[config.mk]
export PLATFORM = sky130hd
export DESIGN_NAME = interrupt_ctrl
export DESIGN_NICKNAME = d
export VERILOG_FILES = /design/src/rtl/interrupt_ctrl_pkg.sv /design/src/rtl/interrupt_ctrl_irq_source.sv /design/src/rtl/interrupt_ctrl.sv
export SDC_FILE = /design/constraint.sdc
export NUM_CORES = 1
export LEC_CHECK = 0
export CORE_ASPECT_RATIO = 0.8
export CORE_MARGIN = 8
export CORE_UTILIZATION = 55
export DETAILED_ROUTE_END_ITERATION = 8
export PLACE_DENSITY_LB_ADDON = 0.08
export RECOVER_POWER = 50
export SLEW_MARGIN = 20
export SYNTH_ARGS = -nofsm -noshare
export SYNTH_HDL_FRONTEND = slang
export SYNTH_SLANG_ARGS = --single-unit
[constraint.sdc]
create_clock -name clk -period 7.15 [get_ports clk]
set_input_delay 1.0725 -clock clk [delete_from_list [all_inputs] [get_ports clk]]
set_output_delay 1.0725 -clock clk [all_outputs]
set_load 0.01 [all_outputs]
[src/rtl/interrupt_ctrl_pkg.sv]
// Register map and reset constants shared by the interrupt controller and its bench.
package interrupt_ctrl_pkg;

    localparam logic [7:0] REG_MSIP        = 8'h00;
    localparam logic [7:0] REG_PENDING     = 8'h04;
    localparam logic [7:0] REG_ENABLE      = 8'h08;
    localparam logic [7:0] REG_MODE        = 8'h0C;
    localparam logic [7:0] REG_SET         = 8'h10;
    localparam logic [7:0] REG_MTIME_LO    = 8'h18;
    localparam logic [7:0] REG_MTIME_HI    = 8'h1C;
    localparam logic [7:0] REG_MTIMECMP_LO = 8'h20;
    localparam logic [7:0] REG_MTIMECMP_HI = 8'h24;

    localparam logic [63:0] MTIMECMP_RST = 64'hFFFF_FFFF_FFFF_FFFF;

    function automatic logic [31:0] sel_mask(input logic [3:0] sel);
        return {{8{sel[3]}}, {8{sel[2]}}, {8{sel[1]}}, {8{sel[0]}}};
    endfunction

    function automatic logic [31:0] byte_merge(input logic [31:0] old_val,
                                               input logic [31:0] new_val,
                                               input logic [3:0]  sel);
        return (old_val & ~sel_mask(sel)) | (new_val & sel_mask(sel));
    endfunction

endpackage

[src/rtl/interrupt_ctrl_irq_source.sv]
// One external interrupt source: 2-flop synchroniser, rising-edge detector and pending state.
// Latency: level pending follows src after 2 edges; an edge sets pending on the 3rd edge.
// Backpressure: none; w1c/set are single-cycle strobes, set wins over a coincident clear.
module irq_source
    import interrupt_ctrl_pkg::*;
(
    input  logic clk,
    input  logic rst,
    input  logic src,
    input  logic mode,
    input  logic w1c,
    input  logic set,
    output logic pending
);

    logic s1, s2, s3;
    logic edge_pend;

    always_ff @(posedge clk or posedge rst) begin
        if (rst) begin
            s1        <= 1'b0;
            s2        <= 1'b0;
            s3        <= 1'b0;
            edge_pend <= 1'b0;
        end else begin
            s1 <= src;
            s2 <= s1;
            s3 <= s2;
            // Level sources keep the edge state clear so a later mode switch starts clean.
            if (!mode)
                edge_pend <= 1'b0;
            else
                edge_pend <= (edge_pend & ~w1c) | (s2 & ~s3) | set;
        end
    end

    assign pending = mode ? edge_pend : s2;

endmodule

[src/rtl/interrupt_ctrl.sv]
// Wishbone interrupt controller: N external sources, MSIP and a prescaled 64-bit mtime/mtimecmp timer.
// Latency: bus response 1 cycle; level source to external_interrupt 3 edges, edge source 4 edges.
// Backpressure: one outstanding access; ack/err pulse for one cycle, a held strobe is answered every other cycle.
module interrupt_ctrl
    import interrupt_ctrl_pkg::*;
#(
    parameter int          NSOURCES  = 4,
    parameter int          PRESCALE  = 1,
    parameter logic [31:0] BASE_ADDR = 32'h1000_0000
) (
    input  logic                clk,
    input  logic                rst,
    input  logic [31:0]         int_addr,
    input  logic [31:0]         int_dat_w,
    input  logic [3:0]          int_sel,
    input  logic                int_cyc,
    input  logic                int_stb,
    input  logic [2:0]          int_cti,
    input  logic [1:0]          int_bte,
    input  logic                int_we,
    output logic [31:0]         int_dat_r,
    output logic                int_ack,
    output logic                int_err,
    input  logic [NSOURCES-1:0] ext_src,
    output logic                external_interrupt,
    output logic                timer_interrupt,
    output logic                software_interrupt
);

    localparam int            PW        = (PRESCALE > 1) ? $clog2(PRESCALE) : 1;
    localparam logic [PW-1:0] PRESC_MAX = PW'(PRESCALE - 1);

    logic [7:0]          off;
    logic                req;
    logic                mapped;
    logic                wr;
    logic [31:0]         rdata;
    logic [31:0]         wbits;
    logic                msip;
    logic [NSOURCES-1:0] enable_q;
    logic [NSOURCES-1:0] mode_q;
    logic [NSOURCES-1:0] pending;
    logic [NSOURCES-1:0] w1c_vec;
    logic [NSOURCES-1:0] set_vec;
    logic [63:0]         mtime;
    logic [63:0]         mtimecmp;
    logic [PW-1:0]       presc;
    logic                tick;
    logic                unused_bits;

    // The window is decoded on the low byte only; the base is resolved upstream.
    assign off         = {int_addr[7:2], 2'b00};
    assign unused_bits = ^{int_addr[31:8], int_addr[1:0], int_cti, int_bte, BASE_ADDR};

    assign req   = int_cyc & int_stb & ~int_ack & ~int_err;
    assign wr    = req & mapped & int_we;
    assign wbits = int_dat_w & sel_mask(int_sel);

    assign w1c_vec = (wr && off == REG_PENDING) ? NSOURCES'(wbits) : '0;
    assign set_vec = (wr && off == REG_SET)     ? NSOURCES'(wbits) : '0;

    always_comb begin
        mapped = 1'b1;
        rdata  = '0;
        case (off)
            REG_MSIP:        rdata = {31'd0, msip};
            REG_PENDING:     rdata = 32'(pending);
            REG_ENABLE:      rdata = 32'(enable_q);
            REG_MODE:        rdata = 32'(mode_q);
            REG_SET:         rdata = '0;
            REG_MTIME_LO:    rdata = mtime[31:0];
            REG_MTIME_HI:    rdata = mtime[63:32];
            REG_MTIMECMP_LO: rdata = mtimecmp[31:0];
            REG_MTIMECMP_HI: rdata = mtimecmp[63:32];
            default:         mapped = 1'b0;
        endcase
    end

    always_ff @(posedge clk or posedge rst) begin
        if (rst) begin
            int_ack   <= 1'b0;
            int_err   <= 1'b0;
            int_dat_r <= '0;
        end else begin
            int_ack   <= req & mapped;
            int_err   <= req & ~mapped;
            int_dat_r <= (req && mapped && !int_we) ? rdata : '0;
        end
    end

    always_ff @(posedge clk or posedge rst) begin
        if (rst) begin
            msip     <= 1'b0;
            enable_q <= '0;
            mode_q   <= '0;
            mtimecmp <= MTIMECMP_RST;
        end else if (wr) begin
            case (off)
                REG_MSIP:        if (int_sel[0]) msip <= int_dat_w[0];
                REG_ENABLE:      enable_q <= NSOURCES'(byte_merge(32'(enable_q), int_dat_w, int_sel));
                REG_MODE:        mode_q   <= NSOURCES'(byte_merge(32'(mode_q), int_dat_w, int_sel));
                REG_MTIMECMP_LO: mtimecmp[31:0]  <= byte_merge(mtimecmp[31:0], int_dat_w, int_sel);
                REG_MTIMECMP_HI: mtimecmp[63:32] <= byte_merge(mtimecmp[63:32], int_dat_w, int_sel);
                default: ;
            endcase
        end
    end

    assign tick = (presc == PRESC_MAX);

    // A software write to either mtime half replaces that cycle's increment.
    always_ff @(posedge clk or posedge rst) begin
        if (rst) begin
            presc <= '0;
            mtime <= '0;
        end else begin
            presc <= tick ? '0 : presc + 1'b1;
            if (wr && off == REG_MTIME_LO)
                mtime[31:0] <= byte_merge(mtime[31:0], int_dat_w, int_sel);
            else if (wr && off == REG_MTIME_HI)
                mtime[63:32] <= byte_merge(mtime[63:32], int_dat_w, int_sel);
            else if (tick)
                mtime <= mtime + 64'd1;
        end
    end

    for (genvar i = 0; i < NSOURCES; i++) begin : g_src
        irq_source u_src (
            .clk     (clk),
            .rst     (rst),
            .src     (ext_src[i]),
            .mode    (mode_q[i]),
            .w1c     (w1c_vec[i]),
            .set     (set_vec[i]),
            .pending (pending[i])
        );
    end

    always_ff @(posedge clk or posedge rst) begin
        if (rst) begin
            external_interrupt <= 1'b0;
            timer_interrupt    <= 1'b0;
        end else begin
            external_interrupt <= |(pending & enable_q);
            timer_interrupt    <= (mtime >= mtimecmp);
        end
    end

    assign software_interrupt = msip;

endmodule

==> results_dict.tcl, run 1 <==
set metrics [dict create \
    clockRootBuffer "clkbuf_16" \
    final-max-slew-violation-count 145 \
    hold_class "reg -> reg" \
    fin_skew_ps 13.3 \
    setup_violations 0 \
    critPathRequiredTime_ps 7490 \
    synth.distinct_cells 78 \
    insertion_delay_ps 450 \
    htree_levels 4 \
    cts_buffers 17 \
    die_width_um 179 \
    synth-seq-area-share 0.411 \
    syn_area_per_cell_sq_um 9.38 \
    gp_congestion 0.901 \
    die_area_sq_mm 0.0262 \
    clock-sinks 189 \
    overflow 0 \
    grt_pass1_vias 10150 \
    async_reset_ff_frac 1.00 \
    tns_ps 0 \
    ys_seq_elements 189 \
    crit_type "in -> reg" \
    dr.pass1.iters 9 \
    synth_top_area_cell "dfrtp_1" \
    grt_max_degree 76 \
    rsz0062_at_grt "no" \
    failed_checks "capacitance limit, slew limit" \
    fillers 1769 \
    tightest_slew_ps 2950 \
    syn_area_sq_mm 0.0117 \
    hold_viol_final 0 \
    arrival_ps 5360 \
    cp-end-kind "flip-flop" \
    wirelength_mm 36.0 \
    final_util 0.639 \
    syn_to_final_growth_pct 13.4 \
    clockBufferDepth 2 \
    power.density_mw_per_mm2 175 \
    crit_family "simple AND/OR/NAND/NOR gates" \
    dr_total_vias 10513 \
    post_drt_wl_per_cell_um 22.9 \
    initial_core_util 0.564 \
    dp_hpwl_mm 25.0 \
    rows 47 \
    layout_commonest_cell "dfrtp_1" \
    placed_cells 1544 \
    drc_errors 0 \
    power_leakage_nw 5.39 \
    ant_nets 0 \
    port_buffers 87 \
    ys_dominant_reg_cell "dfrtp_1" \
    fmax_ghz 0.199 \
    cts_setup_buffers 0 \
    pin_count 119 \
    status "complete, but fails checks" \
    crit_top_cell "buf_4" \
    synth_edf_count 0 \
    path_buf_inv 3 \
    synthCells 1247 \
    vias_per_cell 6.67 \
    crit_slowest_cell "nor3_4" \
    path_cells "clkdlybuf4s50_1 -> or3b_1 -> nor3_4 -> buf_4 -> and4_2 -> buf_4 -> and2_1 -> o31ai_1 -> a211oi_1" \
    reg2reg_slack_ps 3960 \
    synthTopCellsByArea "dfrtp_1, dfstp_2, ha_1" \
    yosysWarnings 0 \
    drt_iter0_markers 1267 \
    tritoncts "built" \
    crit_cells 9 \
    dieHeight_um 146 \
    postCtsHoldBufs 0 \
    r2r_cells 6 \
    cts.reportedPaths.clkPinSlew_ps 80 \
    hp-start "g_src[2].u_src.s1" \
    drive_above_1_share 0.148 \
    core_area_sq_mm 0.0208 \
    nNetsFinal 1441 \
    worstPathMaxFanout 32 \
    grt_usage 0.278 \
    min_period_ps 5020 \
    synth_nets 1394 \
    maxCapViolations 2 \
    final_cell_mix "dfrtp_1, nand2_1, inv_1" \
    slew_headroom -0.977 \
    grt_pass1_wl_mm 57.4 \
    ir_drop_mv 0.146 \
    postCtsResizedCells 0 \
    period_share 0.702 \
    final_cells 1576 \
    antenna_found_initial 0 \
    antennaDiodeCount 0 \
    synth_top_area_frac 0.267 \
    critical-path-max-stage-delay_ps 820 \
    startpoint "int_addr[3]" \
    critPathLaunchType "primary input" \
]
## metrics by stage
| stage | total power, mW | hold slack, ps | cell area [sq um] | setup slack (ps) |
|---|---|---|---|---|
| 6_report | 2.32 | 352 | 13300 | 2130 |
| 3_3_place_gp | 1.39 | 332 | 12700 | 1880 |
| 3_5_place_dp | 1.39 | 335 | 12700 | 1780 |
| 2_1_floorplan | 1.30 | 331 | 11700 | 1040 |
| 4_1_cts | 2.34 | 353 | 13300 | 2230 |
| 5_1_grt | 2.41 | 357 | 13300 | 1620 |
## worst register-to-register path, stage by stage (launching register included)
cell	delay, ps
dfrtp_1	540
nand4_4	220
nor4_4	720
and3_1	770
nand3_1	340
nor4b_1	390
nor3_1	90
## how the worst min path moves through the flow
stage | slack, ps | cells past startpoint | to
6_report | 350 | 0 | g_src[2].u_src.s2
5_1_grt | 360 | 0 | g_src[0].u_src.s2
4_1_cts | 350 | 0 | g_src[1].u_src.s2
3_5_place_dp | 330 | 0 | g_src[1].u_src.s2
3_3_place_gp | 330 | 0 | g_src[3].u_src.s2
2_1_floorplan | 330 | 0 | g_src[0].u_src.s2
## metal layers
metal  wire length (um)  vias to the layer above  global-route usage
met3               3430                       66              0.0680
li1                   -                     4785                   -
met1              16200                     5115               0.401
met5                  0                        -                   0
met4                939                        0              0.0945
met2              15500                      547               0.397
## cell usage after synthesis, types with 12 or more instances
library cell,number
and3_1,14
a211oi_1,18
dfrtp_1,125
buf_2,22
a22o_1,21
dfstp_2,64
a21oi_1,73
nor2_1,78
mux2_2,61
inv_1,93
clkbuf_1,40
nor4_1,17
ha_1,65
nand4_1,27
a21o_1,12
a31oi_1,20
o21ai_0,73
o22ai_1,26
nand3_1,40
nor3_1,25
a222oi_1,28
nand2_1,96
## cells by family after synthesis
group	share of synthesized area
AOI/OAI and AO/OA	0.216
buffers and inverters	0.0584
and+or+nand+nor	0.177
muxes	0.0664
DFF	0.411
xor gates and xnor gates	0.00150
adders and majority gates	0.0695
## power by group
group          total, mW  switching (mW)  leakage [nW]  internal (mW)
clock              0.945           0.478         0.282          0.467
sequential          1.15          0.0499          2.21           1.10
combinational      0.229           0.139          2.91         0.0905
## cell type report
type | count | area [sq um] | share of cell area
Clock inverter | 14 | 148 | 0.0111
Timing Repair Buffer | 102 | 981 | 0.0739
Multi-Input combinational cell | 891 | 6210 | 0.468
Tap cell | 269 | 337 | 0.0254
Sequential cell | 189 | 4810 | 0.362
Clock buffer | 18 | 429 | 0.0323
Inverter | 93 | 350 | 0.0264
Power figures use the tool's default switching activity.
==> run 2, diff against run 1 <==
--- a/config.mk
+++ b/config.mk
@@ -7,7 +7,7 @@
 export LEC_CHECK = 0
 export CORE_ASPECT_RATIO = 0.8
 export CORE_MARGIN = 8
-export CORE_UTILIZATION = 55
+export CORE_UTILIZATION = 52
 export DETAILED_ROUTE_END_ITERATION = 8
 export PLACE_DENSITY_LB_ADDON = 0.08
 export RECOVER_POWER = 50
==> constraint.sdc (replaced) <==
create_clock -name clk -period 4.42 [get_ports clk]
set_input_delay 0.663 -clock clk [delete_from_list [all_inputs] [get_ports clk]]
set_output_delay 0.663 -clock clk [all_outputs]
set_load 0.01 [all_outputs]
==> run 2 against run 1 <==
Compared with the run above: the flow still finishes with violations (capacitance limit, slew limit); combinational power rose by 63%; die area rose by 5.2%; global-route usage fell by 0.78 points; clock power rose by 52%; count of clock-buffer cells in the layout rose by 1; largest cell class unchanged.
==> results_dict.tcl, run 2 (synthesized netlist as in run 1, its figures left out) <==
set metrics [dict create \
    dp_hpwl_mm 25.8 \
    dr_total_vias 10599 \
    drive_above_1_share 0.157 \
    slew_headroom -0.0264 \
    worst_slack_ps 899 \
    place_area_sq_mm 0.0129 \
    cts.reportedPaths.clkPinSlew_ps 70 \
    tns_ps 0 \
    core_area_sq_mm 0.0223 \
    ir_drop_mv 0.235 \
    fillers 1961 \
    regArea_sq_mm 0.00481 \
    clock-sinks 189 \
    failed_checks "capacitance limit, slew limit" \
    path_cells "dlygate4sd3_1 -> nor2b_1 -> o22ai_1 -> clkbuf_1 -> and3_1 -> nand2_1 -> nor3_1 -> mux2_2" \
    syn_to_final_growth_pct 14.4 \
    postCtsHoldBufs 0 \
    grt_pass1_vias 10053 \
    grt_pass1_wl_mm 57.9 \
    power_leakage_nw 5.34 \
    r2r_cells 8 \
    dieHeight_um 150 \
    die_width_um 184 \
    whs_path_depth 0 \
    power.density_mw_per_mm2 274 \
    antenna_found_initial 0 \
    post_drt_wl_per_cell_um 22.6 \
    rows 49 \
    critical-path-max-stage-delay_ps 780 \
    overflow 0 \
    worstPathMaxFanout 13 \
    tritoncts "built" \
    final_cell_mix "dfrtp_1, nand2_1, inv_1" \
    htree_levels 4 \
    layout_commonest_cell "dfrtp_1" \
    final_util 0.602 \
    arrival_ps 3850 \
    nNetsFinal 1456 \
    rsz0062_at_grt "no" \
    tightest_slew_ps 1540 \
    cts_buffers 17 \
    initial_core_util 0.526 \
    hold_ws_ps 349 \
    period_share 0.797 \
    final-max-slew-violation-count 62 \
    gp_congestion 0.898 \
    insertion_delay_ps 450 \
    crit_type "in -> reg" \
    hold_class "reg -> reg" \
    status "complete, but fails checks" \
    ant_nets 0 \
    port_buffers 87 \
    drc_errors 0 \
    postCtsResizedCells 0 \
    die_area_sq_mm 0.0276 \
    cp-end-kind "flip-flop" \
    vias_per_cell 6.51 \
    drt_iter0_markers 1347 \
    fin_area_sq_mm 0.0134 \
    pre_cts_slack_ps 751 \
    clockBufferDepth 2 \
    critPathLaunchType "primary input" \
    min_period_ps 3520 \
    pin_count 119 \
    setup_violations 0 \
    crit_slowest_cell "dlygate4sd3_1" \
    clockRootBuffer "clkbuf_16" \
    grt_usage 0.270 \
    wirelength_mm 36.8 \
    critPathRequiredTime_ps 4750 \
    maxCapViolations 1 \
    cts_setup_buffers 0 \
    fin_skew_ps 15.3 \
    fmax_ghz 0.284 \
    dr.pass1.iters 6 \
    grt_max_degree 107 \
    antennaDiodeCount 0 \
    hold_viol_final 0 \
    multi_input_area_sq_mm 0.00621 \
]
-- run 2: cell count changes in the layout (fill, tap and decap cells not counted), moves of 2 or more --
cell / previous run / this run
buf_4: 14 / 27
clkdlybuf4s50_1: 45 / 78
clkinv_8: 3 / 0
clkinv_2: 0 / 5
dlygate4sd3_1: 42 / 9
clkinv_4: 2 / 5
clkbuf_1: 1 / 3
inv_6: 8 / 2
-- run 2: final timing paths --
| path | start | end | slack, ps |
|---|---|---|---|
| max in group asynchronous | rst | async pin | 1470 |
| worst min-delay path | g_src[1].u_src.s1 | g_src[1].u_src.s2 | 350 |
| worst max-delay path | int_addr[3] | flip-flop | 900 |
| worst max register to register | flip-flop | timer_interrupt | 1420 |
| worst min register to register | g_src[1].u_src.s1 | g_src[1].u_src.s2 | 350 |
| min in group asynchronous | rst | int_dat_r[9] | 910 |
-- run 2: worst max-delay path, delay by kind of cell --
kind	cells	cell delay, ps
muxes	1	410
and+or+nand+nor	4	1430
buffers and inverters	2	1230
AOI/OAI and AO/OA	1	110
-- run 2: area by class of cell --
cell class / instances / share of cell area
clock buffers: 19 / 0.0323
clock inverters: 13 / 0.00701
inverters: 93 / 0.0262
multi-input cells: 891 / 0.464
flip-flops and latches: 189 / 0.359
well taps: 306 / 0.0286
repair buffers: 117 / 0.0823
-- run 2: routing by layer --
layer | share of wire | vias to the layer above | wire [um] | track usage
met1 | 0.46 | 5156 | 16800 | 0.390
met4 | 0.029 | 0 | 1060 | 0.0938
met5 | 0 | - | 0 | 0
met3 | 0.093 | 76 | 3400 | 0.0605
met2 | 0.42 | 542 | 15500 | 0.394
li1 | - | 4825 | - | -
-- run 2: where the power goes --
group | leakage [nW] | internal (mW) | switching (mW)
registers | 2.21 | 1.78 | 0.0817
clock network | 0.261 | 0.722 | 0.714
logic | 2.87 | 0.149 | 0.226
total | 5.34 | 2.65 | 1.02
-- run 2: stage by stage --
| step | cells | power, mW |
|---|---|---|
| final | 1628 | 3.67 |
| after global routing | 1628 | 3.81 |
| after floorplan | 1247 | 2.10 |
| after detailed placement | 1596 | 2.26 |
| after CTS | 1628 | 3.69 |
| after global placement | 1596 | 2.26 |
==> run 3, diff against run 2 <==
==> constraint.sdc (replaced) <==
create_clock -name clk -period 2.9 [get_ports clk]
set_input_delay 0.435 -clock clk [delete_from_list [all_inputs] [get_ports clk]]
set_output_delay 0.435 -clock clk [all_outputs]
set_load 0.01 [all_outputs]
==> run 3 against run 2 <==
Compared with the run above: the run still ends with capacitance limit, slew limit left; global-route usage up 0.61 points; core utilization grew 3.2 points; critical path depth increased by 1; total power is 58% higher; non-clock buffer count is 75 higher; clock power grew 64%; final cell count increased by 4.6%; sequential power rose by 52%; die area stayed put; highest routed layer unchanged.
==> results_dict.tcl, run 3 (synthesized netlist as in run 1, its figures left out) <==
set metrics [dict create \
    status "complete, but fails checks" \
    failed_checks "capacitance limit, slew limit" \
    postCtsHoldBufs 0 \
    gp_congestion 0.938 \
    insertion_delay_ps 450 \
    cp-end-kind "flip-flop" \
    hold_class "reg -> reg" \
    drt_iter0_markers 1480 \
    slew_headroom -0.364 \
    cts_setup_buffers 0 \
    vias_per_cell 6.37 \
    syn_to_final_growth_pct 20.5 \
    cts_buffers 17 \
    path_buf_inv 2 \
    pin_count 119 \
    grt_max_degree 76 \
    arrival_ps 2970 \
    grt_usage 0.276 \
    fmax_ghz 0.383 \
    rsz0062_at_grt "no" \
    clockRootBuffer "clkbuf_16" \
    dr_total_vias 10840 \
    tightest_slew_ps 2050 \
    fillers 1862 \
    ir_drop_mv 0.437 \
    setup_violations 0 \
    hold_viol_final 0 \
    initial_core_util 0.526 \
    postCtsResizedCells 0 \
    crit_type "reg -> reg" \
    power_leakage_nw 5.76 \
    die_area_sq_mm 0.0276 \
    path_cells "inv_1 -> ha_1 -> nand4_1 -> nor4_1 -> buf_4 -> nand4_1 -> nor4b_1 -> o21ai_0 -> o211ai_1" \
    maxCapViolations 2 \
    critPathLaunchType "flip-flop" \
    overflow 0 \
    clockBufferDepth 2 \
    post_drt_wl_per_cell_um 22.1 \
    grt_pass1_wl_mm 59.5 \
    worstPathMaxFanout 3 \
    antenna_found_initial 0 \
    layout_commonest_cell "dfrtp_1" \
    antennaDiodeCount 0 \
    clock-sinks 189 \
    reg2reg_slack_ps 290 \
    ant_nets 0 \
    grt_pass1_vias 10319 \
    drc_errors 0 \
    rows 49 \
    dp_hpwl_mm 27.2 \
    die_width_um 184 \
    hold_ws_ps 350 \
    power.density_mw_per_mm2 412 \
    cts.reportedPaths.clkPinSlew_ps 80 \
    crit_family "simple AND/OR/NAND/NOR gates" \
    core_area_sq_mm 0.0223 \
    port_buffers 87 \
    critical-path-max-stage-delay_ps 560 \
    crit_top_cell "nand4_1" \
    crit_slowest_cell "dfstp_2" \
    tns_ps 0 \
    dr.pass1.iters 8 \
    critPathRequiredTime_ps 3260 \
    period_share 0.899 \
    dieHeight_um 150 \
    htree_levels 4 \
    final_cell_mix "dfrtp_1, nand2_1, inv_1, buf_4, clkdlybuf4s50_1" \
    wirelength_mm 37.7 \
    final-max-slew-violation-count 150 \
    drive_above_1_share 0.200 \
    fin_skew_ps 14.4 \
    nNetsFinal 1531 \
    tritoncts "built" \
    min_period_ps 2610 \
]
run 3: cell types whose count changed in the layout (fill, tap and decap cells not counted), sizes merged:
| cell | change |
|---|---|
| buf | +73 |
| dlygate4sd3 | -1 |
| clkdlybuf4s50 | +1 |
| bufinv | +2 |
| clkinv | -3 |
| clkbuf | +3 |
run 3: per-stage QoR:
stage,utilization,area [sq um],worst slack (ps),cells,total power [mW]
global route,0.634,14100,14.1,1703,6.04
global placement,0.609,13600,24.6,1671,3.47
detailed placement,0.609,13600,-11.9,1671,3.48
CTS,0.635,14100,262,1703,5.86
floorplan,-,11700,82.8,1247,3.21
finish,0.634,14100,292,1703,5.81
run 3: worst register-to-register path: stages, from the launching register on:
cell and delay, ps:
dfstp_2 560, inv_1 50, ha_1 290, nand4_1 290, nor4_1 360, buf_4 180
nand4_1 140, nor4b_1 320, o21ai_0 180, o211ai_1 150
run 3: path summary, 6_finish.rpt:
path                                    from           endpoint  cells past startpoint
max                                flip-flop    timer_interrupt                      9
min                        g_src[3].u_src.s1  g_src[3].u_src.s2                      0
max reg2reg                        flip-flop    timer_interrupt                      9
min reg2reg                g_src[3].u_src.s1  g_src[3].u_src.s2                      0
max in group asynchronous                rst          async pin                      3
min in group asynchronous                rst       int_dat_r[9]                      3
run 3: area by class of cell:
| type | instances | area, sq um | share of cell area |
|---|---|---|---|
| Clock buffer | 20 | 447 | 0.0317 |
| Clock inverter | 12 | 138 | 0.00976 |
| Inverter | 93 | 350 | 0.0248 |
| Multi-Input combinational cell | 891 | 6210 | 0.441 |
| Sequential cell | 189 | 4810 | 0.341 |
| Tap cell | 306 | 383 | 0.0272 |
| Timing Repair Buffer | 192 | 1760 | 0.125 |
run 3: routing by layer:
layer / share of wire / global-route usage
met2: 0.42 / 0.401
met5: 0 / 0
met4: 0.028 / 0.100
met3: 0.10 / 0.0615
met1: 0.45 / 0.399
run 3: where the power goes:
part / switching, mW / total, mW / leakage (nW) / internal, mW
clock network: 1.06 / 2.36 / 0.283 / 1.30
logic: 0.377 / 0.630 / 3.27 / 0.253
registers: 0.106 / 2.82 / 2.21 / 2.71
